`config.mk`:
```
export PLATFORM = sky130hd
export DESIGN_NAME = md_unit_iter
export DESIGN_NICKNAME = d
export VERILOG_FILES = /design/src/rtl/md_unit_iter.sv
export SDC_FILE = /design/constraint.sdc
export NUM_CORES = 2
export LEC_CHECK = 0
export ABC_AREA = 1
export CAP_MARGIN = 25
export CORE_UTILIZATION = 40
export CTS_BUF_LIST = sky130_fd_sc_hd__clkbuf_8
export CTS_CLUSTER_DIAMETER = 120
export DETAILED_ROUTE_END_ITERATION = 10
export SLEW_MARGIN = 20
export SYNTH_ARGS = -nofsm -noshare
export SYNTH_HDL_FRONTEND = slang
export SYNTH_SLANG_ARGS = --single-unit
```
`constraint.sdc`:
```
create_clock -name clk_i -period 11.35 [get_ports clk_i]
set_input_delay 3.405 -clock clk_i [delete_from_list [all_inputs] [get_ports clk_i]]
set_output_delay 3.405 -clock clk_i [all_outputs]
set_load 0.01 [all_outputs]
```
`src/rtl/md_unit_iter.sv`:
```
`default_nettype none
// ============================================================================
// Module   : md_unit_iter
// Brief    : Iterative multiply/divide unit owning the HI/LO registers.
// Revision : 1.0 - initial release
// ============================================================================
module md_unit_iter #(
    parameter int WIDTH       = 32,
    parameter int MULT_CYCLES = 5
) (
    input  logic             clk_i,
    input  logic             reset_i,
    input  logic             start_i,
    input  logic [3:0]       op_i,
    input  logic [WIDTH-1:0] a_i,
    input  logic [WIDTH-1:0] b_i,
    input  logic             cancel_i,
    output logic             busy_o,
    output logic [WIDTH-1:0] hi_o,
    output logic [WIDTH-1:0] lo_o
);

    localparam int c_cnt_max = (MULT_CYCLES > WIDTH) ? MULT_CYCLES - 1 : WIDTH - 1;
    localparam int c_cnt_w   = $clog2(c_cnt_max + 1);
    localparam int c_w2      = 2 * WIDTH;

    typedef enum logic [1:0] {
        S_IDLE = 2'd0,
        S_MUL  = 2'd1,
        S_DIV  = 2'd2,
        S_FIX  = 2'd3
    } state_t;

    state_t               state_q, state_d;
    logic [c_cnt_w-1:0]   cnt_q, cnt_d;
    logic [c_w2-1:0]      prod_q, prod_d;
    logic [1:0]           acc_q, acc_d;
    logic [WIDTH-1:0]     rem_q, rem_d;
    logic [WIDTH-1:0]     quo_q, quo_d;
    logic [WIDTH-1:0]     dvs_q, dvs_d;
    logic                 negq_q, negq_d;
    logic                 negr_q, negr_d;
    logic                 dz_q, dz_d;
    logic [WIDTH-1:0]     hi_q, hi_d;
    logic [WIDTH-1:0]     lo_q, lo_d;

    logic                 w_accept;
    logic                 w_msgn;
    logic [c_w2-1:0]      w_ea, w_eb, w_prod, w_hilo, w_mres;
    logic                 w_na, w_nb;
    logic [WIDTH-1:0]     w_abs_a, w_abs_b;
    logic [WIDTH:0]       w_rem_sh, w_trial;
    logic [WIDTH-1:0]     w_q_fix, w_r_fix;

    assign w_accept = (state_q == S_IDLE) && start_i && !cancel_i && (op_i <= 4'd9);

    // Operands are extended to the full product width so one multiplier serves both signednesses.
    assign w_msgn = (op_i == 4'd0) || (op_i == 4'd4) || (op_i == 4'd6);
    assign w_ea   = w_msgn ? {{WIDTH{a_i[WIDTH-1]}}, a_i} : {{WIDTH{1'b0}}, a_i};
    assign w_eb   = w_msgn ? {{WIDTH{b_i[WIDTH-1]}}, b_i} : {{WIDTH{1'b0}}, b_i};
    assign w_prod = w_ea * w_eb;

    assign w_hilo = {hi_q, lo_q};
    always_comb begin
        w_mres = prod_q;
        case (acc_q)
            2'd1:    w_mres = w_hilo + prod_q;
            2'd2:    w_mres = w_hilo - prod_q;
            default: w_mres = prod_q;
        endcase
    end

    assign w_na    = (op_i == 4'd2) && a_i[WIDTH-1];
    assign w_nb    = (op_i == 4'd2) && b_i[WIDTH-1];
    assign w_abs_a = w_na ? -a_i : a_i;
    assign w_abs_b = w_nb ? -b_i : b_i;

    // Restoring step: the dividend shifts out of quo_q while quotient bits shift in.
    assign w_rem_sh = {rem_q, quo_q[WIDTH-1]};
    assign w_trial  = w_rem_sh - {1'b0, dvs_q};

    assign w_q_fix = negq_q ? -quo_q : quo_q;
    assign w_r_fix = negr_q ? -rem_q : rem_q;

    always_comb begin
        state_d = state_q;
        cnt_d   = cnt_q;
        prod_d  = prod_q;
        acc_d   = acc_q;
        rem_d   = rem_q;
        quo_d   = quo_q;
        dvs_d   = dvs_q;
        negq_d  = negq_q;
        negr_d  = negr_q;
        dz_d    = dz_q;
        hi_d    = hi_q;
        lo_d    = lo_q;
        case (state_q)
            S_IDLE: begin
                if (w_accept) begin
                    case (op_i)
                        4'd0, 4'd1, 4'd4, 4'd5, 4'd6, 4'd7: begin
                            state_d = S_MUL;
                            cnt_d   = c_cnt_w'(MULT_CYCLES - 1);
                            prod_d  = w_prod;
                            acc_d   = (op_i == 4'd4 || op_i == 4'd5) ? 2'd1 :
                                      (op_i == 4'd6 || op_i == 4'd7) ? 2'd2 : 2'd0;
                        end
                        4'd2, 4'd3: begin
                            state_d = S_DIV;
                            cnt_d   = c_cnt_w'(WIDTH - 1);
                            rem_d   = '0;
                            quo_d   = w_abs_a;
                            dvs_d   = w_abs_b;
                            negq_d  = w_na ^ w_nb;
                            negr_d  = w_na;
                            dz_d    = (b_i == '0);
                        end
                        4'd8:    hi_d = a_i;
                        4'd9:    lo_d = a_i;
                        default: ;
                    endcase
                end
            end
            S_MUL: begin
                if (cancel_i) begin
                    state_d = S_IDLE;
                end else if (cnt_q == '0) begin
                    {hi_d, lo_d} = w_mres;
                    state_d      = S_IDLE;
                end else begin
                    cnt_d = cnt_q - 1'b1;
                end
            end
            S_DIV: begin
                if (cancel_i) begin
                    state_d = S_IDLE;
                end else begin
                    if (!w_trial[WIDTH]) begin
                        rem_d = w_trial[WIDTH-1:0];
                        quo_d = {quo_q[WIDTH-2:0], 1'b1};
                    end else begin
                        rem_d = w_rem_sh[WIDTH-1:0];
                        quo_d = {quo_q[WIDTH-2:0], 1'b0};
                    end
                    if (cnt_q == '0) begin
                        state_d = S_FIX;
                    end else begin
                        cnt_d = cnt_q - 1'b1;
                    end
                end
            end
            S_FIX: begin
                if (cancel_i) begin
                    state_d = S_IDLE;
                end else begin
                    // With a zero divisor the remainder already equals the dividend; only LO is forced.
                    lo_d    = dz_q ? '1 : w_q_fix;
                    hi_d    = w_r_fix;
                    state_d = S_IDLE;
                end
            end
            default: state_d = S_IDLE;
        endcase
    end

    always_ff @(posedge clk_i) begin
        if (reset_i) begin
            state_q <= S_IDLE;
            cnt_q   <= '0;
            prod_q  <= '0;
            acc_q   <= '0;
            rem_q   <= '0;
            quo_q   <= '0;
            dvs_q   <= '0;
            negq_q  <= 1'b0;
            negr_q  <= 1'b0;
            dz_q    <= 1'b0;
            hi_q    <= '0;
            lo_q    <= '0;
        end else begin
            state_q <= state_d;
            cnt_q   <= cnt_d;
            prod_q  <= prod_d;
            acc_q   <= acc_d;
            rem_q   <= rem_d;
            quo_q   <= quo_d;
            dvs_q   <= dvs_d;
            negq_q  <= negq_d;
            negr_q  <= negr_d;
            dz_q    <= dz_d;
            hi_q    <= hi_d;
            lo_q    <= lo_d;
        end
    end

    assign busy_o = (state_q != S_IDLE);
    assign hi_o   = hi_q;
    assign lo_o   = lo_q;

endmodule
`default_nettype wire

```
# ---- After elaboration in Yosys (flattened, before gate mapping)
# Cells that the tools add are included.
dict set report word_totals {
  reg_bits 236
  input_bits 72
  out_inout_bits 65
  word_cells 122
}
dict set report op_classes {
  add_sub_neg 8
  n_mul 1
  n_lt_le_gt_ge 1
  eq_ne 27
  n_mux 44
  bitwise 1
  reduce_logical 28
}
# op n
set op_table {}
lappend op_table {{32-bit 2-to-1 mux} 22}
lappend op_table {{32-bit one-hot mux with 3 select lines} 2}
lappend op_table {{64-bit 2-to-1 mux} 2}
lappend op_table {{32-bit negator} 4}
lappend op_table {{32-bit one-hot mux with 2 select lines} 2}
lappend op_table {{64-bit one-hot mux with 2 select lines} 1}
lappend op_table {{64-bit adder} 1}
lappend op_table {{64-bit by 64-bit multiplier with 64-bit output} 1}
lappend op_table {{64-bit subtractor} 1}
lappend op_table {{33-bit by 32-bit subtractor with 33-bit output} 1}
lappend op_table {{32-bit logical NOT} 1}
lappend op_table {{5-bit one-hot mux with 2 select lines} 2}
lappend op_table {{4-bit by 3-bit == test with 1-bit output (second input constant)} 4}
lappend op_table {{5-bit 2-to-1 mux} 3}
lappend op_table {{2-bit 2-to-1 mux} 7}
lappend op_table {{2-bit inequality test (second input constant)} 7}
lappend op_table {{6-bit AND reduction} 2}
lappend op_table {{4-bit by 2-bit == test with 1-bit output (second input constant)} 2}
lappend op_table {{4-bit == test (second input constant)} 2}
lappend op_table {{2-bit one-hot mux with 4 select lines} 1}
lappend op_table {{4-bit AND reduction} 2}
lappend op_table {{2-bit == test (second input constant)} 3}
lappend op_table {{2-bit by 1-bit inequality test with 1-bit output (second input constant)} 3}
lappend op_table {{3-bit inequality test (second input constant)} 2}
lappend op_table {{20 further kinds} 32}

# ---- Depth between registers and ports, before layout
dict set report depth {
  depth_word 6
  ltp_mapped 42
  ltp_nobuf 42
}

# ---- Least setup slack after synthesis
# Ideal clock, no wire load.
dict set report synth_timing {
  path_type {input port to flip-flop}
  from {input port op_i[2]}
  to {register prod_q[63]}
  setup_ns 0.109
  arrival_ns 11.882
  required_ns 11.241
  setup_slack_ns -0.641
  path_stages 36
  n_path_buf 2
  path_cell_list {inv_1 > nand2_2 > nand2_1 > clkbuf_1 > buf_1 > nor2_1 > fa_1 > inv_1 > fa_1 > inv_1 > fa_1 > inv_1 > fa_1 > inv_1 > fa_1 > fa_1 > fa_1 > fa_1 > fa_1 > inv_1 > fa_1 > inv_1 > ha_1 > nand2_1 > nor2_1 > inv_1 > nor2_1 > nand2_1 > nor4_1 > nand2_1 > nand2_1 > inv_1 > nand3_1 > nand3_1 > nand2_1 > inv_1}
}
dict set report synth_between {
  elab_chain_cells 5
  word_cells_on_any_way 15
  classes_between {1 x mul; 1 x order compare; 5 x eq/ne; 2 x mux; 6 x reduce/logical}
}
# element line_no
set synth_lines {}
lappend synth_lines {{start, declared} 14} ;# input logic [3:0] op_i,
lappend synth_lines {{4-bit by 3-bit == test with 1-bit output / 4-bit logical NOT (equally long branches)} {58, 101}}
lappend synth_lines {{1-bit logical OR (2 in series)} 58} ;# assign w_msgn = (op_i == 4'd0) || (op_i == 4'd4) || (op_i == 4'd6);
lappend synth_lines {{64-bit 2-to-1 mux (on tied branches)} {59, 60}}
lappend synth_lines {{64-bit by 64-bit multiplier with 64-bit output} 61} ;# assign w_prod = w_ea * w_eb;
lappend synth_lines {{end signal, assigned} 184} ;# prod_q <= prod_d;
lappend synth_lines {{end, declared} 36} ;# logic [c_w2-1:0] prod_q, prod_d;
# Parallel ways exist; a longest one is shown, timed or not.
# A chain may end at the register's enable or synchronous reset.

# ---- Worst setup path in the final report
dict set report layout_timing {
  from {input port b_i[16]}
  to {register prod_q[63]}
}
dict set report layout_between {
  elab_chain_cells 2
}
# element line_no
set layout_lines {}
lappend layout_lines {{start, declared} 16} ;# input logic [WIDTH-1:0] b_i,
lappend layout_lines {{64-bit 2-to-1 mux} 60} ;# assign w_eb = w_msgn ? {{WIDTH{b_i[WIDTH-1]}}, b_i} : {{WIDTH{1'b0}}, b_i};
lappend layout_lines {{64-bit by 64-bit multiplier with 64-bit output} 61}
# Every way passes these cells.

==> key figures <==
Worst setup path
  • CP endpoint kind: flip-flop
  • CP peak stage delay: 590 ps
  • CP Depth: 34
  • Arrival time worst endpoint: 11670 ps
  • CP max stage cell: fa_2
  • CP required: 11930 ps
  • Crit-path max FO: 9
  • Reg2Reg Depth: 21
  • Startpoint types: input port
  • Setup Crit Path Kind: input port to flip-flop
  • Flop2flop setup slack: 5720 ps
  • Top delay family on crit path: adder cells
  • Worst path bufs/invs: 11

Timing
  • Fmax achieved: 0.0902 GHz
  • Worst-margin pin slew: 1120 ps
  • Tmin final: 11090 ps
  • Worst Hold Slack: 470 ps
  • Fin crit share: 97.7%
  • Unrepaired setup endpoints after global routing: true
  • Slew Viols, Final: 0
  • Final hold viol count: 0
  • Final worst slack: 264 ps
  • Slew HR: 25.0%
  • Clock skew: 63.0 ps
  • Final setup violation count: 0

Global route
  • Pin count of the biggest net entering global routing: 83
  • First-pass GRT wire length: 448000 um
  • GRT Util Overall: 33.6%
  • Initial antenna violation count: 7
  • Overflow after GRT: 0
  • Vias in the first global route: 69300

Synth
  • Synth top area cells: fa_1 (40%), inv_1 (14%), nand2_1 (10%)
  • Cells after Synth: 9786
  • Syn nets: 11700
  • Yosys warns: 0
  • Post-synthesis cell type count: 67
  • Cell area after synthesis: 71800 um2
  • Post-Syn Area per Cell: 7.34 um2
  • Sequential fraction of the synthesis area: 6.58%
  • Synth Register Bits: 236
  • Top cell type's share of synthesized area: 39.6%
  • Cell taking the most area after synthesis: fa_1

Clock network
  • TritonCTS clock tree: done
  • Hold Buf Count CTS: 0
  • CTS root buf: clkbuf_8
  • Clock Tree Buf Depth: 3
  • Clock Latency Late Sink: 710 ps
  • Num CTS Buffers: 48
  • # clock sinks: 236
  • CTS H-tree depth: 2
  • Clock transition at path regs: 70 ps

Placement
  • GPL Wtd Cong: 1.05
  • Pre-CTS setup slack: -1470 ps
  • Placed instance count: 12800
  • # port buffers: 136
  • Dpl hpwl: 263000 um

Finish
  • Fillcell total: 18200
  • Area Growth Syn to Fin: 18.2%
  • Multi-input logic area: 56600 um2
  • Post-Layout Cell Count: 13000
  • Register area: 4720 um2
  • Final Core Density: 47.6%
  • Layout cell share with drive strength beyond 1: 13.9%
  • Final #Nets: 12500

Status
  • Outcome: complete, no violations

Routing
  • Antenna-violating nets left: 0
  • DRT Wirelength: 301000 um
  • Via count: 66900
  • Router iterations before antenna repair: 6
  • Vias per cell: 5.16
  • Iter 0 DRT Violations: 5875
  • # DRC: 0
  • WL/cell: 23.2 um

Flow run
  • Max Cap Viol: 0

Die
  • Top-level port count: 137
  • Core Region: 178000 um2
  • FP Rows: 155
  • Die Y: 426 um
  • Die Wd: 426 um
  • Initial Util: 40.2%
  • Die area: 181000 um2

Worst hold path
  • HP Class: flip-flop to flip-flop
  • Worst hold path depth: 2
-- cell families (layout without fill, tap and decap cells) --
kind of cell / count (synthesis) / in the layout / synth area share (%)
AO/OA/AOI/OAI: 1269 / 1269 / 9.76
buffers and inverters: 3073 / 3883 / 16.2
AND/OR/NAND/NOR: 3164 / 3164 / 18.0
adder cells (fa/ha/maj): 1838 / 1838 / 46.9
XOR/XNOR: 206 / 206 / 2.51
other: 0 / 5 / 0
flip-flops: 236 / 236 / 6.58
-- metrics by stage --
stage          instance area, um2  setup TNS, ps
3_3_place_gp                82300         -38770
4_1_cts                     84300              0
3_5_place_dp                82300         -39350
5_1_grt                     84900          -76.9
2_1_floorplan               71800              0
6_report                    84900              0
-- layer usage --
| layer | global-route usage, % | share of wire (%) |
|---|---|---|
| met5 | 0 | 0 |
| met4 | 14.2 | 5.1 |
| met3 | 3.80 | 6.6 |
| met2 | 54.8 | 46 |
| met1 | 45.1 | 42 |
-- worst register-to-register path, cell delays in order, from the launching register on --
cell      delay (ps)
dfxtp_1          340
inv_1            130
ha_1             230
nand3_2          110
nor3_2           200
nand2_1          160
inv_1             80
nand4_1          130
nor4_1           810
nand3b_1         230
o21ai_0          280
xor2_1           360
ha_1             430
a21o_1           240
a31oi_1          260
o21ai_0          250
a21oi_1          210
nand3_1          290
nand2_1          140
nand2_1           50
o21ai_0          400
a21oi_1          120
-- cell type report --
class	count	share of cell area (%)
clock inverters	28	0.360
diodes	5	0.0147
well taps	2355	3.47
repair buffers	1129	11.2
clock buffers	61	0.989
multi-input cells	6477	66.6
flip-flops and latches	236	5.57
inverters	2665	11.8
-- cells in the final DEF, fill, tap and decap left out, types with 42 or more instances in the layout --
cell and n:
inv_1 2629, nand2_1 1933, fa_1 1378, buf_4 912
nor2_1 598, a21oi_1 528, o21ai_0 410, ha_1 397
nand3_1 257, dfxtp_1 236, xor2_1 167, clkdlybuf4s50_1 85
nor3_1 80, buf_12 66, o211ai_1 63, nor2_2 62
clkbuf_8 61, nand4_1 58, o21ai_1 49, buf_2 44
fa_2 42
-- synthesized netlist by cell type, drive strengths merged --
cell     count
inv       2663
nand2     1962
fa        1420
nor2       692
a21oi      560
o21ai      468
ha         418
clkbuf     275
nand3      269
dfxtp      236
xor2       170
buf        133
nor3       105
o211ai      64
nand4       58
a31oi       46
xnor2       36
nor4        35
o21bai      31
or2         19
a21o        17
nand3b      17
a21boi      15
o221ai      15
o31ai       15
a211oi       9
o21a         8
a221oi       4
a311oi       4
a41oi        4
a31o         3
and3         3
a22oi        2
clkinv       2
nor3b        2
o41ai        2
a2111oi      1
and2         1
nand2b       1
o211a        1
-- registers in the layout, indices dropped and copies added (netlist names) --
| signal | flops |
|---|---|
| dvs_q | 32 |
| prod_q | 64 |
| lo_o | 32 |
| rem_q | 32 |
| negq_q | 1 |
| acc_q | 2 |
| state_q | 2 |
| negr_q | 1 |
| cnt_q | 5 |
| hi_o | 32 |
| quo_q | 32 |
| dz_q | 1 |
-- worst paths after layout --
kind | start | end
worst max-delay path | b_i[16] | prod_q[63]
worst min-delay path | acc_q[0] | acc_q[0]
worst max register to register | prod_q[0] | hi_o[17]
worst min register to register | acc_q[0] | acc_q[0]
-- repair_timing --
item,CTS,global route
endpoints found under the setup margin,29,38
buffers inserted,17,13
pin swaps,72,92
resized for setup,185,161
Power is not shown: default switching activity piles up to over one toggle a cycle in this logic, so the estimate is an artifact.
